### src/rtl/game_pkg.sv
// Shared playfield constants, direction encodings and the arbiter FSM state type.
package game_pkg;

  localparam logic [3:0] DIR_U = 4'd8;
  localparam logic [3:0] DIR_D = 4'd4;
  localparam logic [3:0] DIR_R = 4'd2;
  localparam logic [3:0] DIR_L = 4'd1;

  localparam int unsigned SCREEN_W    = 640;
  localparam int unsigned SCREEN_H    = 480;
  localparam int unsigned PLAYER_SIZE = 12;
  localparam int unsigned RECT_W      = 128;
  localparam int unsigned RECT_H      = 12;

  typedef enum logic [1:0] {
    StIdle,
    StScan,
    StResult
  } state_e;

  // True only for exactly one of the four direction codes.
  function automatic logic is_single_dir(input logic [3:0] btns);
    return (btns == DIR_U) || (btns == DIR_D) || (btns == DIR_R) || (btns == DIR_L);
  endfunction

endpackage

### src/rtl/move_arbiter_if.sv
// Button/player/rectangle inputs and verdict outputs of the move arbiter.
interface move_arbiter_if #(
  parameter int unsigned NUM_RECTS = 4
);
  logic [3:0]              btns;
  logic [31:0]             player_hPos;
  logic [31:0]             player_vPos;
  logic [3:0]              player_color;
  logic [32*NUM_RECTS-1:0] rect_hPos;
  logic [32*NUM_RECTS-1:0] rect_vPos;
  logic [4*NUM_RECTS-1:0]  rect_color;

  logic                    busy;
  logic                    move_valid;
  logic [3:0]              move_dir;
  logic                    blocked;
  logic                    upEnable;
  logic                    downEnable;
  logic                    leftEnable;
  logic                    rightEnable;

  modport master (
    output btns, player_hPos, player_vPos, player_color, rect_hPos, rect_vPos, rect_color,
    input  busy, move_valid, move_dir, blocked, upEnable, downEnable, leftEnable, rightEnable
  );

  modport slave (
    input  btns, player_hPos, player_vPos, player_color, rect_hPos, rect_vPos, rect_color,
    output busy, move_valid, move_dir, blocked, upEnable, downEnable, leftEnable, rightEnable
  );
endinterface

### src/rtl/rect_overlap_check.sv
// Combinational overlap test of the candidate player square against one rectangle.
module rect_overlap_check #(
  parameter int unsigned RECT_W      = 128,
  parameter int unsigned RECT_H      = 12,
  parameter int unsigned PLAYER_SIZE = 12
) (
  input  logic [32:0] cand_h_i,
  input  logic [32:0] cand_v_i,
  input  logic [31:0] rect_h_i,
  input  logic [31:0] rect_v_i,
  input  logic [3:0]  rect_color_i,
  input  logic [3:0]  player_color_i,
  output logic        hit_o
);

  logic [32:0] rh, rv;
  logic        h_ovl, v_ovl;

  always_comb begin
    rh    = {1'b0, rect_h_i};
    rv    = {1'b0, rect_v_i};
    h_ovl = (cand_h_i < rh + 33'(RECT_W)) && (cand_h_i + 33'(PLAYER_SIZE) > rh);
    v_ovl = (cand_v_i < rv + 33'(RECT_H)) && (cand_v_i + 33'(PLAYER_SIZE) > rv);
    // Same-colored rectangles are passable.
    hit_o = h_ovl && v_ovl && (rect_color_i != player_color_i);
  end

endmodule

### src/rtl/move_arbiter.sv
// Evaluates one single-pixel move request at a time against screen edges and a set of
// rectangles scanned one per cycle through a shared overlap checker.
module move_arbiter
  import game_pkg::*;
#(
  parameter int unsigned NUM_RECTS   = 4,
  parameter int unsigned RECT_W      = game_pkg::RECT_W,
  parameter int unsigned RECT_H      = game_pkg::RECT_H,
  parameter int unsigned PLAYER_SIZE = game_pkg::PLAYER_SIZE,
  parameter int unsigned SCREEN_W    = game_pkg::SCREEN_W,
  parameter int unsigned SCREEN_H    = game_pkg::SCREEN_H
) (
  input logic            btnClk,
  input logic            rst,
  move_arbiter_if.slave  bus
);

  localparam int unsigned IdxW = (NUM_RECTS > 1) ? $clog2(NUM_RECTS) : 1;

  state_e          state_q, state_d;
  logic [3:0]      dir_q, dir_d;
  logic [31:0]     ph_q, ph_d, pv_q, pv_d;
  logic [3:0]      pc_q, pc_d;
  logic            acc_q, acc_d;
  logic            edge_q, edge_d;
  logic [IdxW-1:0] idx_q, idx_d;
  logic            valid_q, valid_d;
  logic            blocked_q, blocked_d;
  // Enables packed {up, down, right, left} to line up with the direction codes.
  logic [3:0]      en_q, en_d;

  logic            edge_blk;
  logic [32:0]     cand_h, cand_v;
  logic [31:0]     sel_h, sel_v;
  logic [3:0]      sel_c;
  logic            hit;

  always_comb begin
    edge_blk = 1'b0;
    unique case (bus.btns)
      DIR_U:   edge_blk = (bus.player_vPos == 32'd0);
      DIR_L:   edge_blk = (bus.player_hPos == 32'd0);
      DIR_D:   edge_blk = ({1'b0, bus.player_vPos} + 33'(PLAYER_SIZE)) >= 33'(SCREEN_H);
      DIR_R:   edge_blk = ({1'b0, bus.player_hPos} + 33'(PLAYER_SIZE)) >= 33'(SCREEN_W);
      default: edge_blk = 1'b0;
    endcase
  end

  always_comb begin
    cand_h = {1'b0, ph_q};
    cand_v = {1'b0, pv_q};
    unique case (dir_q)
      DIR_U:   cand_v = {1'b0, pv_q} - 33'd1;
      DIR_D:   cand_v = {1'b0, pv_q} + 33'd1;
      DIR_L:   cand_h = {1'b0, ph_q} - 33'd1;
      DIR_R:   cand_h = {1'b0, ph_q} + 33'd1;
      default: ;
    endcase
  end

  always_comb begin
    sel_h = '0;
    sel_v = '0;
    sel_c = '0;
    for (int i = 0; i < int'(NUM_RECTS); i++) begin
      if (idx_q == IdxW'(i)) begin
        sel_h = bus.rect_hPos[32*i +: 32];
        sel_v = bus.rect_vPos[32*i +: 32];
        sel_c = bus.rect_color[4*i +: 4];
      end
    end
  end

  rect_overlap_check #(
    .RECT_W      (RECT_W),
    .RECT_H      (RECT_H),
    .PLAYER_SIZE (PLAYER_SIZE)
  ) u_overlap (
    .cand_h_i       (cand_h),
    .cand_v_i       (cand_v),
    .rect_h_i       (sel_h),
    .rect_v_i       (sel_v),
    .rect_color_i   (sel_c),
    .player_color_i (pc_q),
    .hit_o          (hit)
  );

  always_comb begin
    state_d   = state_q;
    dir_d     = dir_q;
    ph_d      = ph_q;
    pv_d      = pv_q;
    pc_d      = pc_q;
    acc_d     = acc_q;
    edge_d    = edge_q;
    idx_d     = idx_q;
    valid_d   = 1'b0;
    blocked_d = 1'b0;
    en_d      = en_q;
    unique case (state_q)
      StIdle: begin
        if (is_single_dir(bus.btns)) begin
          dir_d   = bus.btns;
          ph_d    = bus.player_hPos;
          pv_d    = bus.player_vPos;
          pc_d    = bus.player_color;
          acc_d   = 1'b0;
          edge_d  = edge_blk;
          idx_d   = '0;
          state_d = StScan;
        end
      end
      StScan: begin
        acc_d = acc_q | hit;
        idx_d = idx_q + IdxW'(1);
        if (idx_q == IdxW'(NUM_RECTS - 1)) state_d = StResult;
      end
      StResult: begin
        if (acc_q || edge_q) begin
          blocked_d = 1'b1;
          en_d      = en_q & ~dir_q;
        end else begin
          valid_d = 1'b1;
          en_d    = en_q | dir_q;
        end
        state_d = StIdle;
      end
      default: state_d = StIdle;
    endcase
  end

  always_ff @(posedge btnClk) begin
    if (rst) begin
      state_q   <= StIdle;
      dir_q     <= '0;
      ph_q      <= '0;
      pv_q      <= '0;
      pc_q      <= '0;
      acc_q     <= 1'b0;
      edge_q    <= 1'b0;
      idx_q     <= '0;
      valid_q   <= 1'b0;
      blocked_q <= 1'b0;
      en_q      <= 4'hf;
    end else begin
      state_q   <= state_d;
      dir_q     <= dir_d;
      ph_q      <= ph_d;
      pv_q      <= pv_d;
      pc_q      <= pc_d;
      acc_q     <= acc_d;
      edge_q    <= edge_d;
      idx_q     <= idx_d;
      valid_q   <= valid_d;
      blocked_q <= blocked_d;
      en_q      <= en_d;
    end
  end

  assign bus.busy        = (state_q != StIdle);
  assign bus.move_valid  = valid_q;
  assign bus.blocked     = blocked_q;
  assign bus.move_dir    = dir_q;
  assign bus.upEnable    = en_q[3];
  assign bus.downEnable  = en_q[2];
  assign bus.rightEnable = en_q[1];
  assign bus.leftEnable  = en_q[0];

endmodule

### src/flat_wrapper.sv
// flat-port wrapper written by rule: the top's interface ports become plain ports
module move_arbiter_flat import game_pkg::*;
#(
  parameter int unsigned NUM_RECTS   = 4,
  parameter int unsigned RECT_W      = game_pkg::RECT_W,
  parameter int unsigned RECT_H      = game_pkg::RECT_H,
  parameter int unsigned PLAYER_SIZE = game_pkg::PLAYER_SIZE,
  parameter int unsigned SCREEN_W    = game_pkg::SCREEN_W,
  parameter int unsigned SCREEN_H    = game_pkg::SCREEN_H
)
  (btnClk, rst, bus_btns, bus_player_hPos, bus_player_vPos, bus_player_color, bus_rect_hPos, bus_rect_vPos, bus_rect_color, bus_busy, bus_move_valid, bus_move_dir, bus_blocked, bus_upEnable, bus_downEnable, bus_leftEnable, bus_rightEnable);
  move_arbiter_if #(.NUM_RECTS(NUM_RECTS)) bus_i ();
  input logic btnClk;
  input logic rst;
  input wire logic [$bits(bus_i.btns)-1:0] bus_btns;
  input wire logic [$bits(bus_i.player_hPos)-1:0] bus_player_hPos;
  input wire logic [$bits(bus_i.player_vPos)-1:0] bus_player_vPos;
  input wire logic [$bits(bus_i.player_color)-1:0] bus_player_color;
  input wire logic [$bits(bus_i.rect_hPos)-1:0] bus_rect_hPos;
  input wire logic [$bits(bus_i.rect_vPos)-1:0] bus_rect_vPos;
  input wire logic [$bits(bus_i.rect_color)-1:0] bus_rect_color;
  output wire logic [$bits(bus_i.busy)-1:0] bus_busy;
  output wire logic [$bits(bus_i.move_valid)-1:0] bus_move_valid;
  output wire logic [$bits(bus_i.move_dir)-1:0] bus_move_dir;
  output wire logic [$bits(bus_i.blocked)-1:0] bus_blocked;
  output wire logic [$bits(bus_i.upEnable)-1:0] bus_upEnable;
  output wire logic [$bits(bus_i.downEnable)-1:0] bus_downEnable;
  output wire logic [$bits(bus_i.leftEnable)-1:0] bus_leftEnable;
  output wire logic [$bits(bus_i.rightEnable)-1:0] bus_rightEnable;
  assign bus_i.btns = bus_btns;
  assign bus_i.player_hPos = bus_player_hPos;
  assign bus_i.player_vPos = bus_player_vPos;
  assign bus_i.player_color = bus_player_color;
  assign bus_i.rect_hPos = bus_rect_hPos;
  assign bus_i.rect_vPos = bus_rect_vPos;
  assign bus_i.rect_color = bus_rect_color;
  assign bus_busy = bus_i.busy;
  assign bus_move_valid = bus_i.move_valid;
  assign bus_move_dir = bus_i.move_dir;
  assign bus_blocked = bus_i.blocked;
  assign bus_upEnable = bus_i.upEnable;
  assign bus_downEnable = bus_i.downEnable;
  assign bus_leftEnable = bus_i.leftEnable;
  assign bus_rightEnable = bus_i.rightEnable;
  move_arbiter #(.NUM_RECTS(NUM_RECTS), .RECT_W(RECT_W), .RECT_H(RECT_H), .PLAYER_SIZE(PLAYER_SIZE), .SCREEN_W(SCREEN_W), .SCREEN_H(SCREEN_H)) u_core (.btnClk(btnClk), .rst(rst), .bus(bus_i));
endmodule
### config.mk
export PLATFORM = sky130hd
export DESIGN_NAME = move_arbiter_flat
export DESIGN_NICKNAME = d
export VERILOG_FILES = /design/src/rtl/game_pkg.sv /design/src/rtl/move_arbiter_if.sv /design/src/rtl/rect_overlap_check.sv /design/src/rtl/move_arbiter.sv /design/src/flat_wrapper.sv
export SDC_FILE = /design/constraint.sdc
export NUM_CORES = 1
export LEC_CHECK = 0
export CORE_MARGIN = 2
export CORE_UTILIZATION = 45
export DETAILED_ROUTE_END_ITERATION = 10
export GPL_TIMING_DRIVEN = 1
export PLACE_DENSITY = 0.75
export SLEW_MARGIN = 25
export SYNTH_ARGS = -nofsm -noshare
export SYNTH_HDL_FRONTEND = slang
export SYNTH_SLANG_ARGS = --single-unit
### constraint.sdc
create_clock -name btnClk -period 19.4 [get_ports btnClk]
set_input_delay 5.82 -clock btnClk [delete_from_list [all_inputs] [get_ports btnClk]]
set_output_delay 5.82 -clock btnClk [all_outputs]
set_load 0.05 [all_outputs]
-- Yosys cells after proc, flatten, opt, wreduce, memory -nomap -nowiden
Cells that the tools add are included.
- flip-flop bits (word level): 84
- output and inout port bits: 11
- word-level logic and storage cells: 92
- add/subtract/negate cells: 11
- $lt $le $gt $ge: 6
- equal/unequal tests: 16
- multiplexer cells: 25
- bitwise operators: 5
- reduce and logical (&&, ||, !) cells: 18
- operators by type and width (kind ; number):
    $mux 32 ; 8
    $pmux 33 s2 ; 2
    $add 32x4->33 const B ; 3
    $add 32x1->33 const B ; 2
    $add 33x4->33 const B ; 2
    $gt 33x32->1 ; 2
    $lt 33x33->1 ; 2
    $sub 32x1->33 const B ; 2
    $logic_not 32->1 ; 2
    $add 32x8->33 const B ; 1
    $ge 33x10->1 const B ; 1
    $ge 33x9->1 const B ; 1
    $mux 4 ; 5
    $eq 4x1->1 const B ; 2
    $eq 4x2->1 const B ; 2
    $eq 4x3->1 const B ; 2
    $eq 4x4->1 const B ; 2
    $pmux 2 s2 ; 2
    $eq 2x2->1 const B ; 3
    $mux 2 ; 3
    $reduce_and 2->1 ; 3
    $and 4x4->4 ; 1
    $eq 2x1->1 const B ; 2
    $logic_and 1x1->1 ; 4
    14 further kinds ; 22

-- Logic depth before layout (Yosys ltp)
Gate-level depths: netlist of run 1.
- depth after elaboration: 12
- depth in mapped cells: 30
- depth with buffers taken out: 26

-- Cells and area by module
From an unflattened synthesis of run 1, not the netlist that was laid out.
- cell total of the unflattened synthesis: 2139
- area, all modules: 14335.0 µm²
- by module, submodules not included (module ; times used ; cells an instance ; area each (µm²) ; seq. area each (µm²)):
    move_arbiter ; 1 ; 1455 ; 9306.4 ; 1681.6
    rect_overlap_check ; 1 ; 684 ; 5028.6 ; 0.0

-- Worst setup path after synthesis of run 1
OpenSTA, ideal clock, no wires.
- path kind: input port to flip-flop
- from: in bus_rect_vPos[34]
- to: reg u_core.acc_q
- data arrival time: 9701 ps
- required time: 19314 ps
- slack: 9612 ps
- stages on the path: 19
- buffers on the path: 1
- cells stage by stage: a22oi_2 o21ai_2 mux2i_1 ha_1 or4_1 buf_2 or3_4 or2_4 or3_1 xnor2_1 ha_1 a21o_1 a21o_1 a21oi_1 nor2_1 a211oi_1 nand2_1 o32a_1 a221oi_2
- cells in the longest elaborated chain, start to end: 10
- ends and longest elaborated chain (item ; line ; RTL):
    start, declared ; flat_wrapper.sv:20 ; input wire logic [$bits(bus_i.rect_vPos)-1:0] bus_rect_vPos;
    $mux 32 * (3 in a row) ; move_arbiter.sv:66 ; if (idx_q == IdxW'(i)) begin
    $add 32x4->33 ; rect_overlap_check.sv:23 ; v_ovl = (cand_v_i < rv + 33'(RECT_H)) && (cand_v_i + 33'(PLAYER_SIZE) > rv);
    $lt 33x33->1 ; rect_overlap_check.sv:23 ;
    $logic_and 1x1->1 * ; rect_overlap_check.sv:23 ;
    $logic_and 1x1->1 * (2 in a row) ; rect_overlap_check.sv:25 ; hit_o = h_ovl && v_ovl && (rect_color_i != player_color_i);
    $or 1x1->1 * ; move_arbiter.sv:114 ; acc_d = acc_q | hit;
    $pmux 1 s2 * ; move_arbiter.sv:100 ; unique case (state_q)
    end signal, assigned ; move_arbiter.sv:139 ; acc_q <= 1'b0;
    end signal, assigned ; move_arbiter.sv:151 ; acc_q <= acc_d;
    end, declared ; move_arbiter.sv:24 ; logic acc_q, acc_d;
Every way passes the cells marked *; elsewhere a longest branch is shown, timed or not.
A chain may end at the register's enable or synchronous reset.

-- Final worst setup path of run 1
Ends and elaborated chain as after synthesis.

==> impl_metrics.json, run 1 <==
{
  "yosysUniqueCellTypes": 101,
  "gp_congestion": 0.933,
  "finalPower_uw": 1260,
  "grt_usage_pct": 33.1,
  "avgSynthCellArea_um2": 7.05,
  "period_minus_slack_ps": 10540,
  "crit_slowest_cell": "or4_1",
  "clockRootBuffer": "clkbuf_16",
  "yosysSeqAreaShare_pct": 10.9,
  "die_h_um": 189,
  "fin_skew_ps": 13.3,
  "relSlewSlack_pct": 35.9,
  "critPathCaptureType": "flop",
  "cts_tree": "yes",
  "synth_top_area_share_pct": 15.8,
  "worst-path-buf-inv": 1,
  "routed-via-count": 18100,
  "drive_gt1_share_pct": 4.53,
  "post-dp-hpwl_um": 50500,
  "critPathTopFamily": "simple AND/OR/NAND/NOR gates",
  "cts_max_path_buffers": 2,
  "cts_sinks": 84,
  "yosys_warnings": 0,
  "areaGrowthSynthToFinish_pct": 25.6,
  "min_path_type": "reg -> reg",
  "ctsResizeCount": 0,
  "synth_area_leaders": "ha_1 16%, dfxtp_1 11%, nand2_1 7.9%",
  "power.density_mw_per_mm2": 64.6,
  "drt-wirelength-per-cell_um": 21.4,
  "fmax_ghz": 0.0948,
  "clock_latency_ps": 350,
  "setup_ws_ps": 8860,
  "clkTransAtPathRegs_ps": 70,
  "cap_viol_max_count": 0,
  "yosysMostFrequentCell": "nand2_1",
  "rsz0062_at_grt": "false",
  "portBuffers": 356,
  "fp-row-count": 67,
  "grt_antenna_before_repair": 5,
  "synth_fp_nets": 2740,
  "irDropWorstVdd_mv": 0.0674,
  "grt_remaining_overflow": 0,
  "synth_seq_cells": 84,
  "grt_pass1_wl_um": 93900,
  "hold_viol": 0,
  "core_area_mm2": 0.0337,
  "crit_chain": "clkdlybuf4s50_1 > a22oi_2 > o21ai_2 > mux2i_1 > ha_1 > or4_1 > or3_4 > or2_4 > or3_1 > xnor2_1 > ha_1 > a21o_1 > a21o_1 > a21oi_1 > nor2_1 > a211oi_1 > nand2_1 > o32a_1 > a221oi_2",
  "status": "finished, final reports clean",
  "vias_per_cell": 6.23,
  "pre_cts_slack_ps": 8490,
  "htreeDepth": 3,
  "synth_edf_count": 0,
  "cts_buffers": 9,
  "yosys.area.top_type": "ha_1",
  "critPathMaxStageDelay_ps": 670,
  "nets": 2989,
  "syn_area_mm2": 0.0155,
  "drv_slew": 0,
  "synthFlopType": "dfxtp_1",
  "drt_iter0_markers": 1320,
  "dr.pass1.iters": 7,
  "num_io_pins": 357,
  "cp_max_fo": 6,
  "leakagePower_uw": 0.00806,
  "worst_slew_pin_slew_ps": 947,
  "die_x_um": 189,
  "worstPathRequired_ps": 19670,
  "synthArstFlopShare_pct": 0,
  "initial_core_util_pct": 45.9,
  "startpoint_type": "input pin",
  "path_class": "in -> reg",
  "worst-endpoint-arrival_ps": 10820,
  "grt_max_degree": 85,
  "finalSetupTns_ps": 0,
  "post_cts_buffers": 0,
  "period_share_pct": 54.4,
  "ys_top_cells_by_count": "326 x nand2_1, 242 x a21oi_1, 196 x ha_1",
  "synth_cells": 2196,
  "fp.dieArea_mm2": 0.0359,
  "finalSetupViolCount": 0,
  "post-route-drc-count": 0,
  "grt_pass1_vias": 16600,
  "antenna_left": 0,
  "finalWirelength_um": 62000,
  "cts_hold_buf": 0
}
path summary, 6_finish.rpt:
check / depth (start not counted) / endpoint / slack, ps / start
setup / recovery: 19 / u_core.acc_q / 8860 / bus_rect_vPos[34]
hold / removal: 1 / u_core.bus.move_valid / 460 / u_core.edge_q
setup reg to reg: 22 / u_core.acc_q / 12620 / u_core.idx_q[0]
hold reg to reg: 1 / u_core.bus.move_valid / 460 / u_core.edge_q
sequential cells by signal, summed over array words and instances (netlist names), 2 cells and up, named ones only:
signal / cells
u_core.bus.move_dir: 4
u_core.ph_q: 32
u_core.pc_q: 4
u_core.state_q: 2
u_core.idx_q: 2
u_core.pv_q: 32
stage by stage:
stage / cell area (µm²) / utilization [%] / instances / hold slack [ps]
2_1_floorplan: 15500 / - / 2196 / 422
3_3_place_gp: 19100 / 56.6 / 2882 / 436
3_5_place_dp: 19100 / 56.6 / 2882 / 446
4_1_cts: 19400 / 57.7 / 2898 / 454
5_1_grt: 19400 / 57.7 / 2903 / 477
6_report: 19400 / 57.7 / 2903 / 462
cells by family after synthesis:
| logic type | synth area share, % |
|---|---|
| AOI/OAI and AO/OA | 30.4 |
| xor gates and xnor gates | 7.98 |
| adders and majority gates | 16.1 |
| buffers and inverters | 5.30 |
| DFF | 10.9 |
| muxes | 1.20 |
| and+or+nand+nor | 28.1 |
cell type report:
cell class	instances	area (µm²)
Inverter	41	154
Multi-Input combinational cell	1940	13000
Antenna cell	5	12.5
Sequential cell	84	1680
Fill cell	3262	14300
Clock inverter	7	128
Timing Repair Buffer	369	3660
Clock buffer	9	225
Tap cell	448	561
worst register-to-register path: cells and delay by family, from the launching register on:
family                     cells  cell delay, ps
adders and majority gates      3            1050
buffers and inverters          2             850
xor gates and xnor gates       1             140
DFF                            1             380
AOI/OAI and AO/OA              8            1730
muxes                          1             150
and+or+nand+nor                7            2400
power by group:
| group | internal (µW) | switching, µW |
|---|---|---|
| Clock | 128 | 78.1 |
| Sequential | 183 | 16.3 |
| Combinational | 355 | 496 |
per-layer routing:
layer | vias up | track usage [%] | routed length (µm)
met2 | 768 | 53.3 | 27600
met5 | - | 0 | 0
li1 | 8751 | - | -
met3 | 53 | 4.67 | 5230
met4 | 0 | 8.97 | 1330
met1 | 8505 | 46.0 | 27800
cells in the final DEF, fill, tap and decap left out, types with 21 or more instances in the layout:
cell type / n
a21o_1: 58
a21oi_1: 242
a221o_1: 38
a221oi_1: 27
and3_1: 22
clkdlybuf4s50_1: 355
dfxtp_1: 84
ha_1: 193
inv_1: 39
nand2_1: 326
nand3_1: 51
nand4_1: 76
nor2_1: 154
nor2b_1: 23
nor3_1: 67
nor4_1: 21
o21ai_0: 121
xnor2_1: 82
xor2_1: 59
Power figures use the tool's default switching activity.
==> inputs of run 2 (changes only) <==
PLACE_DENSITY = 0.78   (was 0.75)
clock period = 9.02 ns   (was 19.4 ns; I/O delays follow)
==> run 2 against run 1 <==
Net effect:
- non-clock buffer count grew 1
- flip-flop and latch count is the same
- power grew 110%
- clock power grew 110%
- critical path depth is the same
- global-route usage grew 0.48 points
- hold slack lost 5.7 ps
- via count grew 0.72%
- critical endpoint unchanged
- largest cell class unchanged
- highest routed layer unchanged
==> impl_metrics.json, run 2 (synthesized netlist as in run 1, its figures left out) <==
{
  "setup_ws_ps": 1750,
  "clkTransAtPathRegs_ps": 70,
  "reg.largest.list": "u_core.ph_q (32), u_core.pv_q (32)",
  "drt_iter0_markers": 1650,
  "routed.top_layer": "met4",
  "fmax_ghz": 0.138,
  "post_cts_buffers": 0,
  "fp.dieArea_mm2": 0.0359,
  "ctsResizeCount": 0,
  "clockRootBuffer": "clkbuf_16",
  "vias_per_cell": 6.28,
  "initial_core_util_pct": 45.9,
  "nets": 2990,
  "wl_met1_um": 27700,
  "min_path_type": "reg -> reg",
  "gp_congestion": 0.962,
  "worst_slew_pin_slew_ps": 1040,
  "cts_sinks": 84,
  "startpoint_type": "input pin",
  "num_io_pins": 357,
  "cts_buffers": 9,
  "drive_gt1_share_pct": 4.57,
  "wl_met3_um": 5710,
  "final_cell_mix": "355 x clkdlybuf4s50_1, 326 x nand2_1, 242 x a21oi_1, 193 x ha_1, 154 x nor2_1",
  "cp_max_fo": 6,
  "antenna_left": 0,
  "grt_remaining_overflow": 0,
  "cts_max_path_buffers": 2,
  "portBuffers": 356,
  "post-route-drc-count": 0,
  "relSlewSlack_pct": 30.8,
  "clock_latency_ps": 350,
  "pre_cts_slack_ps": 1440,
  "die_h_um": 189,
  "routed-via-count": 18200,
  "htreeDepth": 3,
  "finalSetupTns_ps": 0,
  "leakagePower_uw": 0.00806,
  "instances_no_fill": 2901,
  "grt_usage_pct": 33.6,
  "status": "finished, final reports clean",
  "grt_pass1_wl_um": 95400,
  "finalSetupViolCount": 0,
  "placedCellCount": 2883,
  "die_x_um": 189,
  "period_minus_slack_ps": 7270,
  "drt-wirelength-per-cell_um": 21.7,
  "power.density_mw_per_mm2": 139,
  "grt_pass1_vias": 16900,
  "cts_hold_buf": 0,
  "areaGrowthSynthToFinish_pct": 25.5,
  "final_common_cell": "clkdlybuf4s50_1",
  "period_share_pct": 80.6,
  "cap_viol_max_count": 0,
  "post-dp-hpwl_um": 51300,
  "critPathCaptureType": "flop",
  "fin_skew_ps": 13.2,
  "worst-endpoint-arrival_ps": 7540,
  "cts_tree": "yes",
  "met2_length_um": 27100,
  "core_area_mm2": 0.0337,
  "dr.pass1.iters": 6,
  "drv_slew": 0,
  "fp-row-count": 67,
  "finalWirelength_um": 62900,
  "irDropWorstVdd_mv": 0.110,
  "path_class": "in -> reg",
  "grt_max_degree": 81,
  "rsz0062_at_grt": "false",
  "worstPathRequired_ps": 9290,
  "hold_viol": 0,
  "grt_antenna_before_repair": 2
}
[run 2: cell type report]
type	instances	area, µm²
diodes	2	5.00
clock inverters	6	100
fillers	3262	14300
clock buffers	10	239
multi-input cells	1940	13000
inverters	41	154
well taps	448	561
repair buffers	370	3660
flip-flops and latches	84	1680
[run 2: through the flow]
stage / instance area [µm²] / power, µW / utilization, % / hold slack [ps]
5_1_grt: 19400 / 2900 / 57.6 / 476
3_3_place_gp: 19100 / 2190 / 56.6 / 436
2_1_floorplan: 15500 / 1670 / - / 422
4_1_cts: 19400 / 2660 / 57.6 / 461
3_5_place_dp: 19100 / 2230 / 56.6 / 451
6_report: 19400 / 2700 / 57.7 / 456
[run 2: layer usage]
metal / vias to the layer above / track usage, %
li1: 8727 / -
met4: 0 / 12.3
met5: - / 0
met3: 105 / 5.58
met2: 814 / 53.2
met1: 8562 / 45.7
[run 2: worst max-delay path, cell delays in order]
cell	delay, ps
clkdlybuf4s50_1	480
a22oi_2	90
o21ai_2	210
mux2i_1	130
ha_1	310
or4_1	680
or3_4	460
or2_4	300
nor4_1	240
xor2_1	210
ha_1	270
nand4_1	130
nor3_1	70
a211oi_1	210
o21ai_0	170
a211oi_1	270
nand2_1	80
o32a_1	370
a221oi_2	160
[run 2: worst paths after layout]
| check | start | end | slack (ps) | cells past startpoint |
|---|---|---|---|---|
| worst max-delay path | bus_rect_vPos[35] | u_core.acc_q | 1750 | 19 |
| worst min-delay path | u_core.edge_q | u_core.bus.move_valid | 460 | 1 |
| worst max register to register | u_core.bus.move_dir[3] | u_core.acc_q | 2680 | 25 |
| worst min register to register | u_core.edge_q | u_core.bus.move_valid | 460 | 1 |
[run 2: power by group]
| group | internal (µW) | leakage, µW | total, µW | switching [µW] |
|---|---|---|---|---|
| logic | 766 | 0.00720 | 1840 | 1080 |
| registers | 393 | 0.000686 | 428 | 34.9 |
| clock network | 256 | 0.000168 | 429 | 173 |
| total | 1420 | 0.00806 | 2700 | 1280 |
==> inputs of run 3 (changes only) <==
PLACE_DENSITY = 0.75   (was 0.78)
clock period = 6.9 ns   (was 9.02 ns; I/O delays follow)
==> run 3 against run 2 <==
Net effect:
- combinational power up 32%
- register-to-register slack worse by 2300 ps
- wire length down 1.1%
- global-route usage down 0.22 points
- count of clock-buffer cells in the layout unchanged
- clock skew up 8.1 ps
- clock power up 18%
- non-clock buffer count up 21
- die area unchanged
- largest cell class unchanged
==> impl_metrics.json, run 3 (synthesized netlist as in run 1, its figures left out) <==
{
  "cts_hold_buf": 0,
  "crit_chain": "nand3b_1 > buf_4 > ha_1 > a21oi_1 > o21ai_0 > o21ai_0 > a211oi_1 > a2111o_1 > mux2i_1 > and2_0 > or4b_1 > nand2b_4 > nor2_1 > xor2_1 > ha_1 > nand4_1 > nor2_1 > nand4_1 > nor4_1 > o21ai_0 > o211ai_1 > a221oi_2",
  "finalSetupTns_ps": 0,
  "routed-via-count": 18200,
  "die_x_um": 189,
  "die_h_um": 189,
  "grt_remaining_overflow": 0,
  "grt_max_degree": 85,
  "crit_slowest_cell": "nand3b_1",
  "startpoint_type": "flop",
  "period_share_pct": 94.8,
  "worst-endpoint-arrival_ps": 6780,
  "cts_max_path_buffers": 2,
  "leakagePower_uw": 0.00813,
  "drive_gt1_share_pct": 5.38,
  "cp-startpoint": "u_core.bus.move_dir[2]",
  "final_common_cell": "clkdlybuf4s50_1",
  "worst_slew_pin_slew_ps": 1070,
  "portBuffers": 356,
  "grt_pass1_wl_um": 94700,
  "status": "finished, final reports clean",
  "reg.largest.list": "u_core.ph_q (32), u_core.pv_q (32)",
  "num_io_pins": 357,
  "fin_util_pct": 58.0,
  "antenna_left": 0,
  "cts_buffers": 9,
  "critPathCaptureType": "flop",
  "cts_sinks": 84,
  "critPathMaxStageDelay_ps": 630,
  "r2r_end": "u_core.acc_q",
  "power.density_mw_per_mm2": 178,
  "worstPathRequired_ps": 7130,
  "fin_skew_ps": 21.3,
  "cts_tree": "yes",
  "crit_path_end": "u_core.acc_q",
  "clkTransAtPathRegs_ps": 80,
  "fp.dieArea_mm2": 0.0359,
  "htreeDepth": 3,
  "nets": 3011,
  "period_minus_slack_ps": 6540,
  "cp_max_fo": 11,
  "cap_viol_max_count": 0,
  "clock_latency_ps": 360,
  "irDropWorstVdd_mv": 0.156,
  "rsz0062_at_grt": "false",
  "post-dp-hpwl_um": 51600,
  "final_cell_mix": "355 x clkdlybuf4s50_1, 326 x nand2_1, 242 x a21oi_1, 193 x ha_1, 154 x nor2_1",
  "hold_viol": 0,
  "dr.pass1.iters": 5,
  "r2r-start": "u_core.bus.move_dir[2]",
  "r2r_slack_ps": 360,
  "grt_pass1_vias": 16900,
  "vias_per_cell": 6.21,
  "drv_slew": 0,
  "cpMostUsedCell": "o21ai_0",
  "gp_congestion": 0.950,
  "relSlewSlack_pct": 27.4,
  "fmax_ghz": 0.153,
  "drt-wirelength-per-cell_um": 21.3,
  "finalSetupViolCount": 0,
  "core_area_mm2": 0.0337,
  "post_cts_buffers": 0,
  "r2r_cells": 22,
  "path_class": "reg -> reg",
  "drt_iter0_markers": 1546,
  "ctsResizeCount": 0,
  "clockRootBuffer": "clkbuf_16",
  "grt_usage_pct": 33.3,
  "finalWirelength_um": 62200,
  "post-route-drc-count": 0,
  "grt_antenna_before_repair": 4,
  "fp-row-count": 67,
  "min_path_type": "reg -> reg",
  "initial_core_util_pct": 45.9,
  "areaGrowthSynthToFinish_pct": 26.3
}
==> run 3: cell types whose count changed in the layout (fill, tap and decap cells not counted), sizes merged <==
cell	change
bufinv	-1
inv	-2
clkinv	+1
buf	+21
diode	+3
clkinvlp	+2
==> run 3: area by class of cell <==
cell class                      instances  area, µm²
Antenna cell                            5       12.5
Clock buffer                           10        229
Clock inverter                          6       71.3
Fill cell                            3241      14100
Inverter                               41        154
Multi-Input combinational cell       1940      13000
Sequential cell                        84       1680
Tap cell                              448        561
Timing Repair Buffer                  391       3820
==> run 3: how the worst min path moves through the flow <==
| stage | startpoint | to | cells after the start | slack, ps |
|---|---|---|---|---|
| CTS | u_core.edge_q | u_core.bus.move_valid | 1 | 460 |
| global placement | u_core.edge_q | u_core.bus.move_valid | 1 | 440 |
| finish | u_core.edge_q | u_core.bus.move_valid | 1 | 450 |
| global route | u_core.edge_q | u_core.bus.move_valid | 1 | 490 |
| detailed placement | u_core.edge_q | u_core.bus.move_valid | 1 | 450 |
| floorplan | u_core.edge_q | u_core.bus.move_valid | 1 | 420 |
==> run 3: worst max-delay path: cells and delay by family (launching register included) <==
family | cells | cell delay (ps)
AOI/OAI and AO/OA | 8 | 1920
xor gates and xnor gates | 1 | 110
adders and majority gates | 2 | 740
buffers and inverters | 1 | 370
DFF | 1 | 430
muxes | 1 | 120
and+or+nand+nor | 9 | 2730
==> run 3: power breakdown <==
group / total [µW] / switching (µW) / internal (µW)
clock network: 506 / 221 / 284
logic: 2420 / 1400 / 1020
registers: 558 / 44.0 / 514
==> run 3: stage by stage <==
| step | power [µW] | hold slack (ps) | std cells | setup WS (ps) | instance area [µm²] |
|---|---|---|---|---|---|
| 3_3_place_gp | 2880 | 439 | 2904 | 123 | 19200 |
| 6_report | 3480 | 453 | 2925 | 358 | 19600 |
| 3_5_place_dp | 2930 | 446 | 2904 | 39.5 | 19200 |
| 2_1_floorplan | 2190 | 422 | 2196 | 478 | 15500 |
| 5_1_grt | 3750 | 486 | 2924 | 38.2 | 19600 |
| 4_1_cts | 3440 | 456 | 2920 | 389 | 19500 |
==> run 3: routing by layer <==
| layer | wire length (µm) | track usage [%] |
|---|---|---|
| met1 | 27700 | 46.2 |
| met2 | 27300 | 53.2 |
| met3 | 5200 | 4.28 |
| met4 | 2030 | 11.2 |
| met5 | 0 | 0 |
